===== config.mk =====
export PLATFORM = sky130hd
export DESIGN_NAME = led_pulse_scheduler
export DESIGN_NICKNAME = d
export VERILOG_FILES = /design/src/rtl/led_sched_pkg.sv /design/src/rtl/led_pulse_scheduler_rr_arbiter.sv /design/src/rtl/led_pulse_scheduler.sv
export SDC_FILE = /design/constraint.sdc
export NUM_CORES = 1
export LEC_CHECK = 0
export ABC_AREA = 1
export BUFFER_PORTS_ARGS = -buffer_cell sky130_fd_sc_hd__buf_4
export CELL_PAD_IN_SITES_DETAIL_PLACEMENT = 1
export CELL_PAD_IN_SITES_GLOBAL_PLACEMENT = 2
export CORE_MARGIN = 8
export CORE_UTILIZATION = 39
export DETAILED_ROUTE_END_ITERATION = 7
export HOLD_SLACK_MARGIN = 0.1
export PLACE_DENSITY_LB_ADDON = 0.1
export SLEW_MARGIN = 0
export SYNTH_ARGS = -nofsm -noshare
export SYNTH_HDL_FRONTEND = slang
export SYNTH_HIERARCHICAL = 1
export SYNTH_SLANG_ARGS = --single-unit

===== constraint.sdc =====
create_clock -name clk -period 7.3 [get_ports clk]
set_clock_uncertainty 0.15 [all_clocks]
set_input_delay 1.46 -clock clk [delete_from_list [all_inputs] [get_ports clk]]
set_output_delay 1.46 -clock clk [all_outputs]
set_load 0.03 [all_outputs]

===== src/rtl/led_sched_pkg.sv =====
// Shared types and constants for the LED pulse scheduler.
package led_sched_pkg;

  typedef enum logic [1:0] {
    IDLE = 2'd0,
    ON   = 2'd1,
    OFF  = 2'd2
  } state_t;

  localparam int DEF_ON_CYCLES  = 100_000_000;
  localparam int DEF_OFF_CYCLES = 50_000_000;

  function automatic int max(input int a, input int b);
    return (a > b) ? a : b;
  endfunction

endpackage


===== src/rtl/led_pulse_scheduler_rr_arbiter.sv =====
// Combinational round-robin arbiter; LED_SCHED_CH0_PRIO_EN gives channel 0 strict priority.
module rr_arbiter
  import led_sched_pkg::*;
#(
  parameter int N_CH  = 4,
  parameter int PTR_W = $clog2(N_CH)
) (
  input  logic [N_CH-1:0]  req,
  input  logic [PTR_W-1:0] rr_ptr,
  output logic             gnt_valid,
  output logic [PTR_W-1:0] gnt_id
);

  logic [N_CH-1:0]  rr_req;
  logic [PTR_W-1:0] idx;

  always_comb begin
    rr_req    = req;
    gnt_valid = 1'b0;
    gnt_id    = '0;
    idx       = '0;
`ifdef LED_SCHED_CH0_PRIO_EN
    if (req[0]) begin
      gnt_valid = 1'b1;
      gnt_id    = '0;
    end
    // channel 0 never takes part in the rotation
    rr_req[0] = 1'b0;
`endif
    for (int k = 0; k < N_CH; k++) begin
      idx = PTR_W'((int'(rr_ptr) + k) % N_CH);
      if (!gnt_valid && rr_req[idx]) begin
        gnt_valid = 1'b1;
        gnt_id    = idx;
      end
    end
  end

endmodule


===== src/rtl/led_pulse_scheduler.sv =====
// Replays queued per-channel pulses on one LED, round-robin, ON_CYCLES high then OFF_CYCLES low.
// Optional LED_SCHED_CH0_PRIO_EN: channel 0 strict priority, excluded from rr_ptr updates.
//   state | meaning
//   IDLE  | no replay, arbitrate pending counters
//   ON    | led high, timer counts ON_CYCLES
//   OFF   | led low gap, timer counts OFF_CYCLES
module led_pulse_scheduler
  import led_sched_pkg::*;
#(
  parameter int N_CH       = 4,
  parameter int CNT_W      = 8,
  parameter int ON_CYCLES  = DEF_ON_CYCLES,
  parameter int OFF_CYCLES = DEF_OFF_CYCLES
) (
  input  logic                    clk,
  input  logic                    rst,
  input  logic [N_CH-1:0]         pulse_in,
  output logic                    led,
  output logic                    busy,
  output logic [$clog2(N_CH)-1:0] grant_id,
  output logic                    pending_any,
  output logic [N_CH-1:0]         overflow
);

  localparam int ID_W    = $clog2(N_CH);
  localparam int TIMER_W = $clog2(max(ON_CYCLES, OFF_CYCLES) + 1);
  localparam logic [CNT_W-1:0]   CNT_MAX  = '1;
  localparam logic [TIMER_W-1:0] ON_LOAD  = TIMER_W'(ON_CYCLES - 1);
  localparam logic [TIMER_W-1:0] OFF_LOAD = TIMER_W'(OFF_CYCLES - 1);

  state_t             state;
  logic [TIMER_W-1:0] timer;
  logic [ID_W-1:0]    rr_ptr;
  logic [ID_W-1:0]    next_ptr;
  logic [N_CH-1:0]    req;
  logic               gnt_valid;
  logic [ID_W-1:0]    gnt_id;
  logic               grant_now;

  rr_arbiter #(.N_CH(N_CH), .PTR_W(ID_W)) u_arb (
    .req       (req),
    .rr_ptr    (rr_ptr),
    .gnt_valid (gnt_valid),
    .gnt_id    (gnt_id)
  );

  assign grant_now   = (state == IDLE) && gnt_valid;
  assign pending_any = |req;
  assign next_ptr    = (gnt_id == ID_W'(N_CH - 1)) ? '0 : gnt_id + 1'b1;

  for (genvar g = 0; g < N_CH; g++) begin : g_cnt
    logic [CNT_W-1:0] count;
    logic             ovf;
    logic             dec;

    assign dec         = grant_now && (gnt_id == ID_W'(g));
    assign req[g]      = (count != '0);
    assign overflow[g] = ovf;

    always_ff @(posedge clk) begin
      if (rst) begin
        count <= '0;
        ovf   <= 1'b0;
      end else if (pulse_in[g] && !dec) begin
        if (count == CNT_MAX) ovf <= 1'b1;
        else                  count <= count + 1'b1;
      end else if (dec && !pulse_in[g]) begin
        count <= count - 1'b1;
      end
    end
  end

  always_ff @(posedge clk) begin
    if (rst) begin
      state    <= IDLE;
      timer    <= '0;
      rr_ptr   <= '0;
      grant_id <= '0;
      led      <= 1'b0;
      busy     <= 1'b0;
    end else begin
      case (state)
        IDLE: if (gnt_valid) begin
          state    <= ON;
          led      <= 1'b1;
          busy     <= 1'b1;
          grant_id <= gnt_id;
          timer    <= ON_LOAD;
`ifdef LED_SCHED_CH0_PRIO_EN
          if (gnt_id != '0) rr_ptr <= next_ptr;
`else
          rr_ptr   <= next_ptr;
`endif
        end
        ON: if (timer == '0) begin
          state <= OFF;
          led   <= 1'b0;
          timer <= OFF_LOAD;
        end else begin
          timer <= timer - 1'b1;
        end
        OFF: if (timer == '0) begin
          state <= IDLE;
          busy  <= 1'b0;
        end else begin
          timer <= timer - 1'b1;
        end
        default: begin
          state <= IDLE;
          led   <= 1'b0;
          busy  <= 1'b0;
        end
      endcase
    end
  end

endmodule


# [Yosys cells after proc, flatten, opt, wreduce, memory -nomap -nowiden]
# Cells that the tools add are included.
# Widths: inputs -> output; s select.
[totals] reg_bits=71 word_cells=144 out_inout_bits=9
[classes] reduce_logical=53 n_addsub=13 n_eq_ne=17 mux=41 bitwise=2 n_lt_le_gt_ge=4
[op_table] op="$mux 8" n=12
[op_table] op="$mux 27" n=3
[op_table] op="$pmux 27 s3" n=1
[op_table] op="$add 8x1->8 const B" n=4
[op_table] op="$eq 8x8->1 const B" n=4
[op_table] op="$reduce_bool 8->1" n=4
[op_table] op="$sub 8x1->8 const B" n=4
[op_table] op="$logic_not 27->1" n=1
[op_table] op="$sub 27x1->27 const B" n=1
[op_table] op="$reduce_and 2->1" n=9
[op_table] op="$logic_and 1x1->1" n=16
[op_table] op="$mux 2" n=8
[op_table] op="$ne 2x2->1 const B" n=8
[op_table] op="$lt 2x3->1 const B" n=4
[op_table] op="$reduce_and 3->1" n=4
[op_table] op="$logic_not 1->1" n=11
[op_table] op="$mux 1" n=10
[op_table] op="$bmux 1 s2" n=4
[op_table] op="$reduce_bool 2->1" n=4
[op_table] op="$eq 2x2->1 const B" n=3
[op_table] op="$pmux 1 s3" n=2
[op_table] op="$pmux 2 s3" n=1
[op_table] op="$add 2x1->2 const B" n=2
[op_table] op="$add 2x2->2 const B" n=2
[op_table] op="other kinds (5)" n=8

# [Depth between registers and ports, before layout]
[logic_depth] word_depth=19 mapped_depth=27

# [Modules after synthesis]
# The synthesis kept the hierarchy.
[modules_own_cells] module="led_pulse_scheduler" seq_area_each_um2=1421.4 area_per_inst_um2=4713.3 n_inst=1 cells_each=688
[modules_own_cells] module="rr_arbiter" seq_area_each_um2=0.0 area_per_inst_um2=319.1 n_inst=1 cells_each=59

# [Worst setup path after synthesis]
# Ideal clock, no wire load.
[synth_path] path_type="flip-flop to flip-flop" start="register g_cnt[1].count[0]" end="register g_cnt[2].count[7]" path_slack_ps=3990 arrival_ps=3045 period_less_slack_ps=3310 n_path_buf=0 required_ps=7035 setup_ps=115 path_stages_with_launch=24 path_cell_list="dfxtp_1 > nor4_1 > nand2_1 > inv_1 > nand2_2 > nand3_1 > nand2_2 > a21oi_1 > nand2_1 > nand2_1 > inv_1 > inv_1 > ha_1 > inv_1 > o21ai_1 > ha_1 > nand2_1 > nand2_1 > a21oi_1 > nor2_1 > nor2_1 > nand3_1 > a21oi_1 > nor2_1"
[synth_between] elab_chain_cells=19 elab_cells_between_ends=33 cone_classes="eq/ne (2); mux (17); reduce/logical (14)"
[synth_lines] item="start, declared" line="led_pulse_scheduler.sv:52" text="logic [CNT_W-1:0] count;"
[synth_lines] item="start signal, assigned" line="led_pulse_scheduler.sv:66" text="else count <= count + 1'b1;"
[synth_lines] item="start signal, assigned" line="led_pulse_scheduler.sv:68" text="count <= count - 1'b1;"
[synth_lines] item="$reduce_bool 8->1 *" line="led_pulse_scheduler.sv:57" text="assign req[g] = (count != '0);"
[synth_lines] item="net req[1]" line="led_pulse_scheduler.sv:35" text="logic [N_CH-1:0] req;"
[synth_lines] item="$bmux 1 s2" line="led_pulse_scheduler_rr_arbiter.sv:32" text="if (!gnt_valid && rr_req[idx]) begin"
[synth_lines] item="$mux 1 (not written as such)" line="led_pulse_scheduler_rr_arbiter.sv:32"
[synth_lines] item="$mux 1" line="led_pulse_scheduler_rr_arbiter.sv:32"
[synth_lines] item="$logic_not 1->1" line="led_pulse_scheduler_rr_arbiter.sv:32"
[synth_lines] item="$logic_and 1x1->1" line="led_pulse_scheduler_rr_arbiter.sv:32"
[synth_lines] item="$mux 1" line="led_pulse_scheduler_rr_arbiter.sv:32"
[synth_lines] item="[5 not listed]"
[synth_lines] item="$mux 2 *" line="led_pulse_scheduler_rr_arbiter.sv:32"
[synth_lines] item="net gnt_id[0]" line="led_pulse_scheduler.sv:37" text="logic [ID_W-1:0] gnt_id;"
[synth_lines] item="$eq 2x2->1 *" line="led_pulse_scheduler.sv:56" text="assign dec = grant_now && (gnt_id == ID_W'(g));"
[synth_lines] item="$logic_and 1x1->1 *" line="led_pulse_scheduler.sv:56"
[synth_lines] item="$logic_not 1->1" line="led_pulse_scheduler.sv:64" text="end else if (pulse_in[g] && !dec) begin"
[synth_lines] item="$logic_and 1x1->1" line="led_pulse_scheduler.sv:64"
[synth_lines] item="$ne 2x2->1 (no source line) / $reduce_bool 2->1 (equally long branches)"
[synth_lines] item="$reduce_and 2->1 (no source line)"
[synth_lines] item="end signal, assigned" line="led_pulse_scheduler.sv:66"
[synth_lines] item="end signal, assigned" line="led_pulse_scheduler.sv:68"
[synth_lines] item="end, declared" line="led_pulse_scheduler.sv:52"
# The timed path passes the listed nets; every way through them passes the cells marked *. The select of a mux whose other input is x is not followed.
# A chain may end at the register's enable or synchronous reset.

# [Final worst setup path]
[layout_path] start="register g_cnt[1].count[0]" end="register g_cnt[2].count[6]"
# The elaborated chain is that of the path after synthesis.

==> results by group <==
STA
  – Fmax: around 250 MHz
  – RSZ-0062 raised after global routing: false
  – Fin. Hold Viols: 0
  – Setup tns final: 0 ns
  – Max-slew violations: 0
  – Least-Margin Pin Slew: around 0.72 ns
  – Rel. slew slack: 52.0%
  – Final Setup Violations: 0
  – Final worst-path cycle share: 54.0%
  – Crit path time final: 3.94 ns

Critical path
  – RR Endpoint: g_cnt[2].count[6]
  – CP Class: reg -> reg
  – R2R cell count: 23
  – Crit Path Max Fanout: 9
  – Startpoint Class: register
  – Register-to-register setup slack: 3.36 ns
  – Setup crit start: g_cnt[1].count[0]
  – CP Capture Type: register
  – Critical Path AT: 4.02 ns
  – Reg-to-reg startpoint: g_cnt[1].count[0]
  – CP Data Required Time: 7.38 ns
  – Worst setup path end: g_cnt[2].count[6]

Route
  – Wirelength per Cell: 15.2 um
  – # DRC: 0
  – Final WL: about 14000 um
  – Drt pass-1 iters: 4
  – DR iter-0 viols: 164
  – Vias/cell: roughly 5.3
  – ANT nets after route: 0
  – DR vias: slightly below 5000

Power and ir drop
  – P_leak: 2.60 nW
  – Pwr/cell area: approximately 520 nW/um2
  – VDD IR max: roughly 0.24 mV

Global route
  – GR Overflow Total: 0
  – Vias in the first global route: between 5000 and 6000
  – Largest net degree at the start of global routing: 32
  – First-pass GRT wire length: ~24000 um
  – Global-route usage over all layers: between 10% and 20%
  – Initial antenna violation count: 0

Placed design
  – IO Port Bufs: 14
  – Cell Area, Placed: approximately 5300 um2
  – Post-DP HPWL: between 10000 and 15000 um
  – GPL Wtd Cong: ~0.8

Synth
  – Avg Cell Area, Syn: a little under 7 um2
  – Mapped Area: between 5000 and 6000 um2
  – Synth Instances: roughly 750
  – YS warnings: 6
  – Post-synthesis sequential area ratio: around 28%
  – Post-Syn Nets: 792
  – FF+latch count, synth: a little over 70
  – Async set or reset register ratio after synthesis: 0%
  – Post-synth EDFFs: 0
  – Main synth FF type: dfxtp_1
  – Cell variety after synth: 36

Clocking
  – Hold buffers post-CTS: 0
  – CTS sink count: a little over 70
  – CTS-repair resized insts: 0
  – Reg clk slew, reported paths: roughly 0.06 ns
  – CTS tree: done
  – Num CTS Buffers: 9
  – Setup Fix Bufs, Post-CTS: 0
  – CTS root buf: clkbuf_16
  – Worst-Skew Late Latency: approximately 0.34 ns
  – CTS max path bufs: 2
  – H-tree levels: 3

Floorplanning
  – DIE HEIGHT: between 100 and 150 um
  – Rows: a little over 40
  – Total I/O pin count: 15
  – Initial Util: 39.9%
  – Die Footprint: ~17000 um2
  – Area of the core: roughly 13000 um2
  – Die X: about 130 um

Min path
  – Hold/Removal Path Class: reg -> reg

Run status
  – Status: complete, no violations

Final layout
  – Area growth from synthesis to layout: 10.9%
  – Antenna diodes: 0
  – Final net count: 800
  – Layout cells sized above 1: 9.47%
  – Finished Cell Area: between 5000 and 6000 um2

Flow run
  – Max capacitance violation total: 0
[per-stage QoR]
stage | instances | hold slack [ns] | power (W) | utilization (%) | worst slack, ns
after floorplan | 747 | 0.291 | 0.00203 | - | 3.99
after global placement | 916 | 0.307 | 0.00237 | 41.6 | 3.49
after detailed placement | 916 | 0.320 | 0.00244 | 41.6 | 3.36
after CTS | 932 | 0.334 | 0.00297 | 44.2 | 3.33
after global routing | 932 | 0.364 | 0.00324 | 44.2 | 2.86
final | 932 | 0.333 | 0.00293 | 44.2 | 3.36
[where the power goes]
group          total, W  switching [W]  internal, W  leakage (nW)
clock network  0.000495       0.000177     0.000318         0.166
logic           0.00173        0.00112     0.000609          1.85
registers      0.000704       0.000170     0.000534         0.589
[layout by cell type (no fill, tap or decap), types with 5 or more instances in the layout]
| cell | n |
|---|---|
| nand2_1 | 155 |
| nor2_1 | 105 |
| dfxtp_1 | 71 |
| a21oi_1 | 70 |
| inv_1 | 68 |
| o21ai_0 | 49 |
| nand3_1 | 48 |
| ha_1 | 35 |
| xnor2_1 | 18 |
| nand4_1 | 16 |
| buf_4 | 15 |
| nand2_2 | 11 |
| o21ai_1 | 10 |
| xor2_1 | 10 |
| clkbuf_16 | 9 |
| nor4_1 | 8 |
| nand3b_1 | 6 |
| nand3_2 | 6 |
| a31oi_1 | 5 |
| nand2_4 | 5 |
[metal layers]
layer  up-vias  wire length, um  GRT usage [%]
met5         -                0              0
met4         0              226           6.15
met3        13              264           3.33
met2        35             7020           31.5
met1      2372             6670           21.4
li1       2480                -              -
[cell usage after synthesis, types with 7 or more instances]
master    number  area share [%]
nor2_1       105             7.8
inv_1         68             5.1
nand2_1      155              12
xor2_1        10             1.7
nand2_2       11             1.4
a21oi_1       70             7.0
o21ai_0       49             4.9
dfxtp_1       71              28
nand4_1       16             2.0
o21ai_1       10            0.99
xnor2_1       18             3.1
ha_1          35             8.7
nor4_1         8            0.99
nand3_1       48             4.8
clkbuf_1       7            0.52
[how the worst min path moves through the flow]
| stage | start | end | slack [ns] | depth (start not counted) |
|---|---|---|---|---|
| floorplan | g_cnt[1].ovf | g_cnt[1].ovf | 0.29 | 2 |
| global placement | g_cnt[2].ovf | g_cnt[2].ovf | 0.31 | 2 |
| detailed placement | g_cnt[2].ovf | g_cnt[2].ovf | 0.32 | 2 |
| CTS | g_cnt[2].ovf | g_cnt[2].ovf | 0.33 | 2 |
| global route | g_cnt[2].ovf | g_cnt[2].ovf | 0.36 | 2 |
| finish | g_cnt[3].ovf | g_cnt[3].ovf | 0.33 | 2 |
[flip-flops by register name, indices dropped and copies added (netlist names)]
signal and cells:
busy 1, g_cnt.count 32, g_cnt.ovf 4, grant_id 2, led 1, rr_ptr 2, state 2, timer 27
[cell type report]
cell class              count  area (um2)
repair buffers             15         113
clock buffers              11         253
well taps                 172         215
fillers                  1678        7040
clock inverters             5        78.8
flip-flops and latches     71        1420
inverters                  75         287
multi-input cells         583        3210
[critical path: stages, from the launching register on]
cell	delay [ns]
dfxtp_1	0.36
nor4_1	0.30
nand2_1	0.16
inv_1	0.12
nand2_2	0.06
nand3_1	0.12
nand2_2	0.08
a21oi_1	0.15
nand2_1	0.06
nand2_1	0.08
inv_1	0.06
inv_1	0.12
ha_1	0.18
inv_1	0.04
o21ai_1	0.55
ha_1	0.40
a21oi_1	0.18
nand2_1	0.10
nand2_1	0.07
nand2_1	0.05
a21oi_1	0.16
o21ai_0	0.10
nor2_1	0.13
nor2_1	0.05
[logic make-up (layout without fill, tap and decap cells)]
logic type / count (synthesis) / in the layout / share of synthesized area [%]
fa+ha+maj: 39 / 39 / 10.3
buf+inv: 93 / 106 / 7.88
simple gates: 375 / 375 / 34.1
xor+xnor: 28 / 28 / 4.87
flops: 71 / 71 / 28.2
compound gates: 141 / 141 / 14.6
(Power assumes the default switching activity.)
